[src/rtl/uart_pkg.sv]
`default_nettype none
// ============================================================================
// Module   : uart_pkg
// Brief    : Shared UART constants and receiver state encoding.
// Revision : 1.0 - initial release
// ============================================================================
package uart_pkg;

    localparam logic [15:0] UART_SPEED_DEFAULT = 16'h186a;
    localparam int          UART_DATA_W        = 8;

    typedef enum logic [1:0] {
        ST_IDLE  = 2'b00,
        ST_START = 2'b01,
        ST_DATA  = 2'b10,
        ST_STOP  = 2'b11
    } uart_state_t;

endpackage
`default_nettype wire

[src/rtl/uart_rx_if.sv]
`default_nettype none
// ============================================================================
// Module   : uart_rx_if
// Brief    : Control, serial input and result signals of the UART receiver.
// Revision : 1.0 - initial release
// ============================================================================
interface uart_rx_if;
    import uart_pkg::*;

    logic [15:0]            data;
    logic                   set;
    logic                   rx;
    logic [UART_DATA_W-1:0] data_out;
    logic                   valid;
    logic                   frame_error;
    logic                   busy;

    modport master (
        output data, set, rx,
        input  data_out, valid, frame_error, busy
    );

    modport slave (
        input  data, set, rx,
        output data_out, valid, frame_error, busy
    );

endinterface
`default_nettype wire

[src/rtl/uart_rx_sync.sv]
`default_nettype none
// ============================================================================
// Module   : uart_rx_sync
// Brief    : Two-flop synchronizer for the serial line; resets to idle (1).
// Revision : 1.0 - initial release
// ============================================================================
module uart_rx_sync (
    input  wire logic clk,
    input  wire logic reset,
    input  wire logic d,
    output logic      q
);

    logic r_meta;
    logic r_sync;

    always_ff @(posedge clk) begin
        if (reset) begin
            r_meta <= 1'b1;
            r_sync <= 1'b1;
        end else begin
            r_meta <= d;
            r_sync <= r_meta;
        end
    end

    assign q = r_sync;

endmodule
`default_nettype wire

[src/rtl/uart_rx.sv]
`default_nettype none
// ============================================================================
// Module   : uart_rx
// Brief    : 8N1 UART receiver, LSB first, bit period of cycles_per_bit+1 clocks.
// Revision : 1.0 - initial release
// ============================================================================
module uart_rx
    import uart_pkg::*;
(
    input  wire logic clk,
    input  wire logic reset,
    uart_rx_if.slave  bus
);

    logic                   w_rx_s;
    logic [15:0]            w_half;
    logic                   r_rx_d;
    uart_state_t            r_state;
    logic [15:0]            r_cycles_per_bit;
    logic [15:0]            r_cycle_cnt;
    logic [2:0]             r_bit_cnt;
    logic [UART_DATA_W-1:0] r_shift;
    logic [UART_DATA_W-1:0] r_data_out;
    logic                   r_valid;
    logic                   r_frame_error;
    logic                   r_busy;

    uart_rx_sync u_sync (
        .clk   (clk),
        .reset (reset),
        .d     (bus.rx),
        .q     (w_rx_s)
    );

    assign w_half = r_cycles_per_bit >> 1;

    always_ff @(posedge clk) begin
        if (reset) begin
            r_rx_d           <= 1'b1;
            r_state          <= ST_IDLE;
            r_cycles_per_bit <= UART_SPEED_DEFAULT;
            r_cycle_cnt      <= '0;
            r_bit_cnt        <= '0;
            r_shift          <= '0;
            r_data_out       <= '0;
            r_valid          <= 1'b0;
            r_frame_error    <= 1'b0;
            r_busy           <= 1'b0;
        end else begin
            r_rx_d        <= w_rx_s;
            r_valid       <= 1'b0;
            r_frame_error <= 1'b0;
            if (bus.set) begin
                // A speed change abandons any frame in flight.
                r_cycles_per_bit <= bus.data;
                r_state          <= ST_IDLE;
                r_cycle_cnt      <= '0;
                r_bit_cnt        <= '0;
                r_busy           <= 1'b0;
            end else begin
                case (r_state)
                    ST_IDLE: begin
                        if (r_rx_d && !w_rx_s) begin
                            r_state     <= ST_START;
                            r_cycle_cnt <= '0;
                            r_busy      <= 1'b1;
                        end
                    end
                    ST_START: begin
                        if (r_cycle_cnt == w_half) begin
                            r_cycle_cnt <= '0;
                            r_bit_cnt   <= '0;
                            if (!w_rx_s) begin
                                r_state <= ST_DATA;
                            end else begin
                                r_state <= ST_IDLE;
                                r_busy  <= 1'b0;
                            end
                        end else begin
                            r_cycle_cnt <= r_cycle_cnt + 16'd1;
                        end
                    end
                    ST_DATA: begin
                        if (r_cycle_cnt == r_cycles_per_bit) begin
                            r_shift     <= {w_rx_s, r_shift[UART_DATA_W-1:1]};
                            r_cycle_cnt <= '0;
                            r_bit_cnt   <= r_bit_cnt + 3'd1;
                            if (r_bit_cnt == 3'(UART_DATA_W - 1)) begin
                                r_state <= ST_STOP;
                            end
                        end else begin
                            r_cycle_cnt <= r_cycle_cnt + 16'd1;
                        end
                    end
                    ST_STOP: begin
                        if (r_cycle_cnt == r_cycles_per_bit) begin
                            if (w_rx_s) begin
                                r_data_out <= r_shift;
                                r_valid    <= 1'b1;
                            end else begin
                                r_frame_error <= 1'b1;
                            end
                            r_state     <= ST_IDLE;
                            r_cycle_cnt <= '0;
                            r_busy      <= 1'b0;
                        end else begin
                            r_cycle_cnt <= r_cycle_cnt + 16'd1;
                        end
                    end
                endcase
            end
        end
    end

    assign bus.data_out    = r_data_out;
    assign bus.valid       = r_valid;
    assign bus.frame_error = r_frame_error;
    assign bus.busy        = r_busy;

endmodule
`default_nettype wire

[src/flat_wrapper.sv]
// flat-port wrapper written by rule: the top's interface ports become plain ports
module uart_rx_flat import uart_pkg::*;
  (clk, reset, bus_data, bus_set, bus_rx, bus_data_out, bus_valid, bus_frame_error, bus_busy);
  uart_rx_if bus_i ();
  input  wire logic clk;
  input  wire logic reset;
  input wire logic [$bits(bus_i.data)-1:0] bus_data;
  input wire logic [$bits(bus_i.set)-1:0] bus_set;
  input wire logic [$bits(bus_i.rx)-1:0] bus_rx;
  output wire logic [$bits(bus_i.data_out)-1:0] bus_data_out;
  output wire logic [$bits(bus_i.valid)-1:0] bus_valid;
  output wire logic [$bits(bus_i.frame_error)-1:0] bus_frame_error;
  output wire logic [$bits(bus_i.busy)-1:0] bus_busy;
  assign bus_i.data = bus_data;
  assign bus_i.set = bus_set;
  assign bus_i.rx = bus_rx;
  assign bus_data_out = bus_i.data_out;
  assign bus_valid = bus_i.valid;
  assign bus_frame_error = bus_i.frame_error;
  assign bus_busy = bus_i.busy;
  uart_rx u_core (.clk(clk), .reset(reset), .bus(bus_i));
endmodule
[config.mk]
export PLATFORM = sky130hd
export DESIGN_NAME = uart_rx_flat
export DESIGN_NICKNAME = d
export VERILOG_FILES = /design/src/rtl/uart_pkg.sv /design/src/rtl/uart_rx_if.sv /design/src/rtl/uart_rx_sync.sv /design/src/rtl/uart_rx.sv /design/src/flat_wrapper.sv
export SDC_FILE = /design/constraint.sdc
export NUM_CORES = 1
export LEC_CHECK = 0
export CAP_MARGIN = 20
export CELL_PAD_IN_SITES_DETAIL_PLACEMENT = 2
export CELL_PAD_IN_SITES_GLOBAL_PLACEMENT = 2
export CORE_MARGIN = 2
export CORE_UTILIZATION = 37
export CTS_CLUSTER_DIAMETER = 80
export DETAILED_ROUTE_END_ITERATION = 8
export GPL_TIMING_DRIVEN = 1
export PLACE_DENSITY_LB_ADDON = 0.3
export SKIP_LAST_GASP = 1
export SLEW_MARGIN = 20
export SYNTH_ARGS = -nofsm -noshare
export SYNTH_HDL_FRONTEND = slang
export SYNTH_SLANG_ARGS = --single-unit
[constraint.sdc]
create_clock -name clk -period 3.4 [get_ports clk]
set_clock_uncertainty 0.05 [all_clocks]
set_input_delay 0.68 -clock clk [delete_from_list [all_inputs] [get_ports clk]]
set_output_delay 0.68 -clock clk [all_outputs]
set_load 0.01 [all_outputs]
* Yosys cells after proc, flatten, opt, wreduce, memory -nomap -nowiden
Cells that the tools add are included.
Widths: inputs -> output; s select.
** Word-level totals
- Word-level logic and storage cells :: 63
- Output and inout bits :: 11
- Bits in registers :: 59
- Input port bits :: 20
** Cells by class
- Add/subtract/negate cells :: 2
- Mux-type cells :: 21
- Equal/unequal tests :: 12
- Reductions and logical operators :: 13
- Bitwise logic cells :: 3
** Operators with widths (number)
- $mux 16 :: 3
- $pmux 16 s3 :: 1
- $add 16x1->16 const B :: 1
- $eq 16x15->1 :: 1
- $eq 16x16->1 :: 1
- $mux 2 :: 6
- $ne 2x1->1 const B :: 5
- $reduce_and 5->1 :: 2
- $pmux 2 s4 :: 1
- $mux 1 :: 6
- $mux 3 :: 2
- $pmux 3 s2 :: 1
- $reduce_and 3->1 :: 2
- $eq 2x2->1 const B :: 2
- $reduce_and 4->1 :: 1
- $reduce_or 2->1 :: 2
- $reduce_or 4->1 :: 1
- $add 3x1->3 const B :: 1
- $eq 3x3->1 const B :: 1
- $not 1->1 :: 3
- $pmux 1 s3 :: 1
- $reduce_bool 3->1 :: 1
- $eq 2x1->1 const B :: 1
- $logic_not 2->1 :: 1
- 4 further kinds :: 4

* Depth between registers and ports, before layout
Gate-level depths: netlist of the first run.
- Depth after elaboration :: 4
- Mapped depth :: 9
- Mapped depth without buffers :: 7

* Cells and area by module
From an unflattened synthesis of the first run, not the netlist that was laid out.
** Second synthesis, totals
- Cell total of the unflattened synthesis :: 322
- Area, all modules :: 2803.9 um^2
** By module, submodules not included
- uart_rx :: sequential area each 1141.1 um^2, area each 2751.4 um^2, times used 1, cells an instance 318
- uart_rx_sync :: sequential area each 40.0 um^2, area each 52.6 um^2, times used 1, cells an instance 4

* Least setup slack after synthesis of the first run
OpenSTA, ideal clock, no wires.
- Path type :: input port to flip-flop
- From :: in bus_set
- To :: reg u_core.r_cycles_per_bit[13]
- Required time :: 3222 ps
- Stages on the path :: 5
- Path buffers :: 3
- Setup slack :: 1267 ps
- Library setup time :: 128 ps
- Arrival :: 1955 ps
- Cell sequence :: clkbuf_1 -> clkbuf_1 -> buf_2 -> mux2i_1 -> nor2_1
** RTL lines
- start: declaration :: line flat_wrapper.sv:8 : input wire logic [$bits(bus_i.set)-1:0] bus_set;
- end signal: assignment :: line uart_rx.sv:55 : r_cycles_per_bit <= bus.data;
- end: declaration :: line uart_rx.sv:19 : logic [15:0] r_cycles_per_bit;

* Final worst setup path of the first run
- From :: reg u_core.r_cycle_cnt[3]
- To :: reg u_core.r_cycle_cnt[15]
** On the way
- Word-level cells in the longest chain between the ends :: 3
- Elaborated cells between the ends (all ways) :: 6
- Those cells by class :: add/sub (1); eq/ne (2); mux (3)
** RTL lines
- start: declaration :: line uart_rx.sv:20 : logic [15:0] r_cycle_cnt;
- start signal: assignment :: line uart_rx.sv:80 : r_cycle_cnt <= r_cycle_cnt + 16'd1;
- start signal: assignment :: line uart_rx.sv:92 : r_cycle_cnt <= r_cycle_cnt + 16'd1;
- start signal: assignment :: line uart_rx.sv:107 : r_cycle_cnt <= r_cycle_cnt + 16'd1;
- $add 16x1->16 (tied with other cells) :: line uart_rx.sv:80, uart_rx.sv:92, uart_rx.sv:107
- $mux 16, on equally long branches :: line uart_rx.sv:84, uart_rx.sv:96, uart_rx.sv:70
- $pmux 16 s3 (*) :: line uart_rx.sv:61 : case (r_state)
Mark *: on every way between the ends. The rest lies on a longest branch, timed or not.
A chain may end at the register's enable or synchronous reset.

==> results of run 1 <==
cell usage in the layout, fill, tap and decap left out, drive strengths merged, types with 2 or more instances in the layout:
| cell type | netlist | routed |
|---|---|---|
| o211ai | 4 | 4 |
| nor2b | 6 | 6 |
| nand3 | 16 | 16 |
| xor2 | 19 | 19 |
| or2 | 4 | 4 |
| and2 | 2 | 2 |
| nor2 | 41 | 41 |
| nand2 | 26 | 26 |
| nor3 | 11 | 11 |
| a31oi | 4 | 4 |
| clkdlybuf4s50 | 0 | 30 |
| a21oi | 14 | 14 |
| dfxtp | 59 | 59 |
| ha | 3 | 3 |
| and3 | 4 | 4 |
| o21ai | 6 | 6 |
| nor4 | 7 | 7 |
| a211oi | 2 | 2 |
| bufinv | 0 | 2 |
| a211o | 6 | 6 |
| buf | 15 | 3 |
| clkbuf | 14 | 12 |
| inv | 2 | 2 |
| nand4 | 6 | 6 |
| xnor2 | 12 | 12 |
| mux2i | 33 | 33 |
kinds of logic (layout without fill, tap and decap cells):
kind of cell | after synthesis | after routing | synth area share
buf+inv | 31 | 51 | 0.0570
fa+ha+maj | 3 | 3 | 0.0129
simple gates | 129 | 129 | 0.234
xor+xnor | 31 | 31 | 0.0956
mux | 33 | 33 | 0.113
compound gates | 38 | 38 | 0.0823
flops | 59 | 59 | 0.405
path summary, 6_finish.rpt:
| kind | from | end | cells after the start |
|---|---|---|---|
| worst max-delay path | u_core.r_cycle_cnt[3] | u_core.r_cycle_cnt[15] | 6 |
| worst min-delay path | u_core.u_sync.r_meta | u_core.u_sync.q | 1 |
| worst max register to register | u_core.r_cycle_cnt[3] | u_core.r_cycle_cnt[15] | 6 |
| worst min register to register | u_core.u_sync.r_meta | u_core.u_sync.q | 1 |
flip-flops by register name, indices dropped and copies added, names as in the netlist, named ones only:
name                     flops
u_core.u_sync.r_meta         1
u_core.r_state               1
u_core.bus.data_out          8
u_core.bus.valid             1
u_core.u_sync.q              1
u_core.r_shift               8
u_core.r_cycles_per_bit     16
u_core.bus.busy              1
u_core.r_bit_cnt             3
u_core.r_rx_d                1
u_core.r_cycle_cnt          16
u_core.bus.frame_error       1
synth_stat cells:
master	instances
dfxtp_1	59
nor2_1	41
mux2i_1	33
nand2_1	26
xor2_1	18
nand3_1	16
a21oi_1	14
clkbuf_1	13
xnor2_1	12
buf_2	9
nor3_1	9
a211o_1	6
nor2b_1	6
o21ai_0	6
nand4_1	5
nor4_2	5
a31oi_1	4
and3_1	4
buf_6	4
o211ai_1	4
or2_2	4
ha_1	3
a211oi_1	2
and2_1	2
buf_4	2
inv_1	2
nor3_4	2
nor4_1	2
a2bb2oi_1	1
and4_1	1
clkbuf_2	1
nand2b_1	1
nand3b_1	1
nand4_4	1
o2bb2ai_1	1
or3_1	1
or4_1	1
or4b_2	1
xor2_2	1
metal layers:
metal | part of all wire | vias up
met5 | 0 | -
met4 | 0.018 | 0
met3 | 0.025 | 14
met2 | 0.49 | 37
met1 | 0.47 | 1148
li1 | - | 1137
metrics by stage:
| step | power, mW | hold slack (ns) |
|---|---|---|
| after floorplan | 0.799 | 0.339 |
| after global placement | 0.839 | 0.346 |
| after detailed placement | 0.845 | 0.358 |
| after CTS | 1.59 | 0.377 |
| after global routing | 1.62 | 0.407 |
| final | 1.56 | 0.373 |
worst max-delay path, stage by stage, from the launching register on:
cell       delay, ns
dfxtp_1         0.58
xnor2_1         0.13
nand4_1         0.16
nor4_2          0.08
o2bb2ai_1       0.79
or4b_2          0.65
a31oi_1         0.19
where the power goes:
group	total [mW]	switching, mW	leakage (nW)	internal (mW)
combinational	0.105	0.0529	0.669	0.0520
sequential	0.724	0.0184	0.480	0.705
clock	0.734	0.282	0.113	0.452
layout make-up:
type / instances / area [um^2]
sequential: 59 / 1180
clock inverter: 4 / 72.6
fill: 850 / 4250
clock buffer: 12 / 155
inverter: 2 / 7.51
multi-input combinational: 234 / 1570
tap: 102 / 128
timing repair buffer: 33 / 323
==> metrics.md, run 1 <==
| Metric | Value |
|---|---|
| Finished Cell Area | 3440 um^2 |
| # setup viols final | 0 |
| Via count | 2,336 |
| Critical Path Fanout Max | 13 |
| Layout cells sized above 1 | 0.0930 |
| Synth top area cells | dfxtp_1 40%, mux2i_1 11%, xor2_1 5.4% |
| Gr usage total | 0.203 |
| Grt total ovfl | 0 |
| Vias in the first global route | 2,575 |
| Critical Path End Type | register |
| Drt first pass iters | 4 |
| Final WL | 7890 um |
| Syn_nets | 347 |
| Crit path arrival time | 2.90 ns |
| First-pass GRT wire length | 13,400 um |
| Initial DRC count | 85 |
| Wire per inst | 17.7 um |
| Clock transition at path regs | 0.07 ns |
| Synthesized area | 2920 um^2 |
| Met2 Use GR | 0.339 |
| Post-Syn Area per Cell | 9.01 um^2 |
| Die area | 8610 um^2 |
| Setup TNS | 0 ns |
| GRT met1 Usage | 0.255 |
| Setup CP Type | register to register |
| Run status | completed |
| # diodes | 0 |
| Die width | 92.8 um |
| Pleak | 1.26 nW |
| Initial antenna violation count | 0 |
| Busiest grt layer | met2 |
| RSZ-0062 raised after global routing | no |
| GPL Wtd Cong | 0.767 |
| Placed cells | 430 |
| Power Dens Cells | 455 nW/um^2 |
| Cts hold-fix bufs | 0 |
| Peak VDD IR | 0.395 mV |
| Worst skew pair latency | 0.34 ns |
| Total of max-cap violations | 0 |
| Root Buffer | clkbuf_8 |
| Ports | 31 |
| Synth-to-Final Area Change | 17.8% |
| H-tree levels | 3 |
| Pre-CTS setup slack | 0.757 ns |
| Tightest Pin Transition | 0.997 ns |
| Post-route ant nets | 0 |
| Worst setup margin | 0.703 ns |
| DR DRC count | 0 |
| Relative slew slack | 0.335 |
| Height of the die | 92.8 um |
| Sink Count | 59 |
| CTS tree | yes |
| Post-synth top area share | 0.405 |
| Ys Warns | 0 |
| Final hold viol count | 0 |
| HPWL after DPL | 5530 um |
| Post-CTS setup buffers | 0 |
| Syn Inst Count | 324 |
| Clk buf depth | 2 |
| Post-synthesis cell type with the largest combined area | dfxtp_1 |
| #FFs+latches synth | 59 |
| Core area | 7690 um^2 |
| Post_cts resized | 0 |
| Total CTS buffers | 9 |
| Post-route insts no fill | 446 |
| Largest net degree at the start of global routing | 36 |
| Initial Utilization | 0.380 |
| Nets | 362 |
| Area post-placement | 3210 um^2 |
| Number of buffers added on ports | 30 |
| Critical path data required time | 3.61 ns |
| Post-synthesis sequential area ratio | 0.405 |
| Startpoint types | register |
| FMAX | 371 MHz |
| Type of the most critical hold path | register to register |
| Final core utilization | 0.447 |
| Slew Viols, Final | 0 |
| Vias per cell | 5.24 |
| FF-to-FF setup slack | 0.70 ns |
| Fin crit period | 2.70 ns |
| M3 GR Usage | 0.0504 |
| FP Rows | 32 |
| Tcrit/Tclk final | 0.793 |
| Netlist cell types | 39 |
(Power assumes the default switching activity.)
==> run 2: changes to the inputs <==
--- a/config.mk
+++ b/config.mk
@@ -9,7 +9,7 @@
 export CELL_PAD_IN_SITES_DETAIL_PLACEMENT = 2
 export CELL_PAD_IN_SITES_GLOBAL_PLACEMENT = 2
 export CORE_MARGIN = 2
-export CORE_UTILIZATION = 37
+export CORE_UTILIZATION = 35
 export CTS_CLUSTER_DIAMETER = 80
 export DETAILED_ROUTE_END_ITERATION = 8
 export GPL_TIMING_DRIVEN = 1
==> constraint.sdc (replaced) <==
create_clock -name clk -period 2.7 [get_ports clk]
set_clock_uncertainty 0.05 [all_clocks]
set_input_delay 0.54 -clock clk [delete_from_list [all_inputs] [get_ports clk]]
set_output_delay 0.54 -clock clk [all_outputs]
set_load 0.01 [all_outputs]
==> metrics.md, run 2 (same netlist as run 1, synthesis figures left out) <==
| Metric | Value |
|---|---|
| FF-to-FF setup slack | 0.24 ns (-0.47 ns) |
| Top flop regs | u_core.r_cycle_cnt x16, u_core.r_cycles_per_bit x16 |
| Most common cell after layout, fill and taps aside | dfxtp_1 |
| Synth-to-Final Area Change | 18.8% |
| Metal3 WL | 259 um (+29%) |
| Fin crit period | 2.46 ns (-0.234 ns) |
| Height of the die | 95.3 um (+2.7%) |
| DR DRC count | 0 (unchanged) |
| Finished Cell Area | 3470 um^2 (+0.87%) |
| Pleak | 1.28 nW (+1.3%) |
| Via count | 2,357 (+0.90%) |
| Initial antenna violation count | 0 (unchanged) |
| Post_cts resized | 0 (unchanged) |
| Ports | 31 (unchanged) |
| Total of max-cap violations | 0 (unchanged) |
| Crit path arrival time | 2.62 ns (-0.28 ns) |
| Critical Path End Type | register |
| Die area | 9080 um^2 (+5.5%) |
| FMAX | 406 MHz (+9.5%) |
| Root Buffer | clkbuf_8 |
| H-tree levels | 3 (unchanged) |
| Vias per cell | 5.19 (-0.88%) |
| Drt first pass iters | 4 (unchanged) |
| Initial DRC count | 60 (-29%) |
| Peak VDD IR | 0.297 mV (-25%) |
| Worst setup margin | 0.237 ns (-0.466 ns) |
| First-pass GRT wire length | 13,100 um (-2.1%) |
| Power Dens Cells | 558 nW/um^2 (+23%) |
| Core area | 8130 um^2 (+5.8%) |
| HPWL after DPL | 5550 um (+0.42%) |
| RSZ-0062 raised after global routing | no |
| Nets | 367 (+1.4%) |
| Wire per inst | 17.3 um (-2.1%) |
| Post-route ant nets | 0 (unchanged) |
| Die width | 95.3 um (+2.7%) |
| Type of the most critical hold path | register to register |
| Relative slew slack | 0.561 (+0.226) |
| Clk buf depth | 2 (unchanged) |
| Grt total ovfl | 0 (unchanged) |
| Sink Count | 59 (unchanged) |
| Commonest non-fill, non-tap cells in the layout | 59 x dfxtp_1, 41 x nor2_1, 33 x mux2i_1 |
| Pwr Total | 1.93 mW (+24%) |
| Critical Path Fanout Max | 10 (-3) |
| FP Rows | 33 (+3.1%) |
| Run status | completed |
| Layout cells sized above 1 | 0.109 (+0.0159) |
| Number of buffers added on ports | 30 (unchanged) |
| Area post-placement | 3250 um^2 (+1.3%) |
| Tcrit/Tclk final | 0.912 (+0.119) |
| DR top layer | met4 |
| Slew Viols, Final | 0 (unchanged) |
| Startpoint types | register |
| Largest net degree at the start of global routing | 37 (+2.8%) |
| Initial Utilization | 0.359 (-0.0208) |
| GPL Wtd Cong | 0.763 (-0.53%) |
| Post-CTS setup buffers | 0 (unchanged) |
| Placed cells | 438 (+1.9%) |
| Worst skew pair latency | 0.34 ns (about the same) |
| CTS tree | yes |
| Cts hold-fix bufs | 0 (unchanged) |
| M1 wire length | 3750 um (+2.0%) |
| Tightest Pin Transition | 0.656 ns (-0.341 ns) |
| Clock transition at path regs | 0.07 ns (about the same) |
| Vias in the first global route | 2,549 (-1.0%) |
| Setup TNS | 0 ns (unchanged) |
| Final WL | 7860 um (-0.38%) |
| Routed wl met2 | 3690 um (-4.5%) |
| Pre-CTS setup slack | 0.280 ns (-0.477 ns) |
| Gr usage total | 0.190 (-0.0126) |
| # setup viols final | 0 (unchanged) |
| Critical path data required time | 2.86 ns (-0.75 ns) |
| Setup CP Type | register to register |
| Total CTS buffers | 9 (unchanged) |
| # diodes | 0 (unchanged) |
| Final hold viol count | 0 (unchanged) |
| Post-route insts no fill | 454 (+1.8%) |
run 2: cell count changes in the layout (fill, tap and decap cells not counted):
cell / change
clkbuf_8: -2
clkinvlp_4: +2
clkbuf_1: -1
clkinv_2: +1
buf_4: +5
run 2: final cells by class:
class	instances	area (um^2)
inverters	2	7.51
multi-input cells	234	1570
clock buffers	9	124
clock inverters	7	92.6
repair buffers	38	360
fillers	905	4670
well taps	105	131
flip-flops and latches	59	1180
run 2: layer usage:
metal,vias up,global-route usage
met5,-,0
met4,0,0.0616
li1,1153,-
met2,43,0.305
met3,12,0.0458
met1,1149,0.252
run 2: per-stage QoR:
stage | utilization | hold slack [ns]
3_3_place_gp | 0.400 | 0.348
4_1_cts | 0.426 | 0.360
6_report | 0.426 | 0.357
5_1_grt | 0.426 | 0.399
3_5_place_dp | 0.400 | 0.352
2_1_floorplan | - | 0.339
run 2: path summary, 6_finish.rpt:
kind,startpoint,end,cells after the start
max,u_core.r_cycle_cnt[12],u_core.r_shift[2],6
min,u_core.u_sync.r_meta,u_core.u_sync.q,1
max reg2reg,u_core.r_cycle_cnt[12],u_core.r_shift[2],6
min reg2reg,u_core.u_sync.r_meta,u_core.u_sync.q,1
run 2: report_power, final:
group,internal (mW),leakage [nW],switching (mW),total (mW)
sequential,0.888,0.480,0.0220,0.910
combinational,0.0659,0.696,0.0680,0.134
clock,0.516,0.101,0.376,0.891
total,1.47,1.28,0.466,1.93
run 2: critical path, cell delays in order (launching register included):
cell     delay, ns
dfxtp_1       0.51
xor2_1        0.15
nor4_2        0.48
nand4_4       0.26
nor3_4        0.51
mux2i_1       0.29
nor2_1        0.08
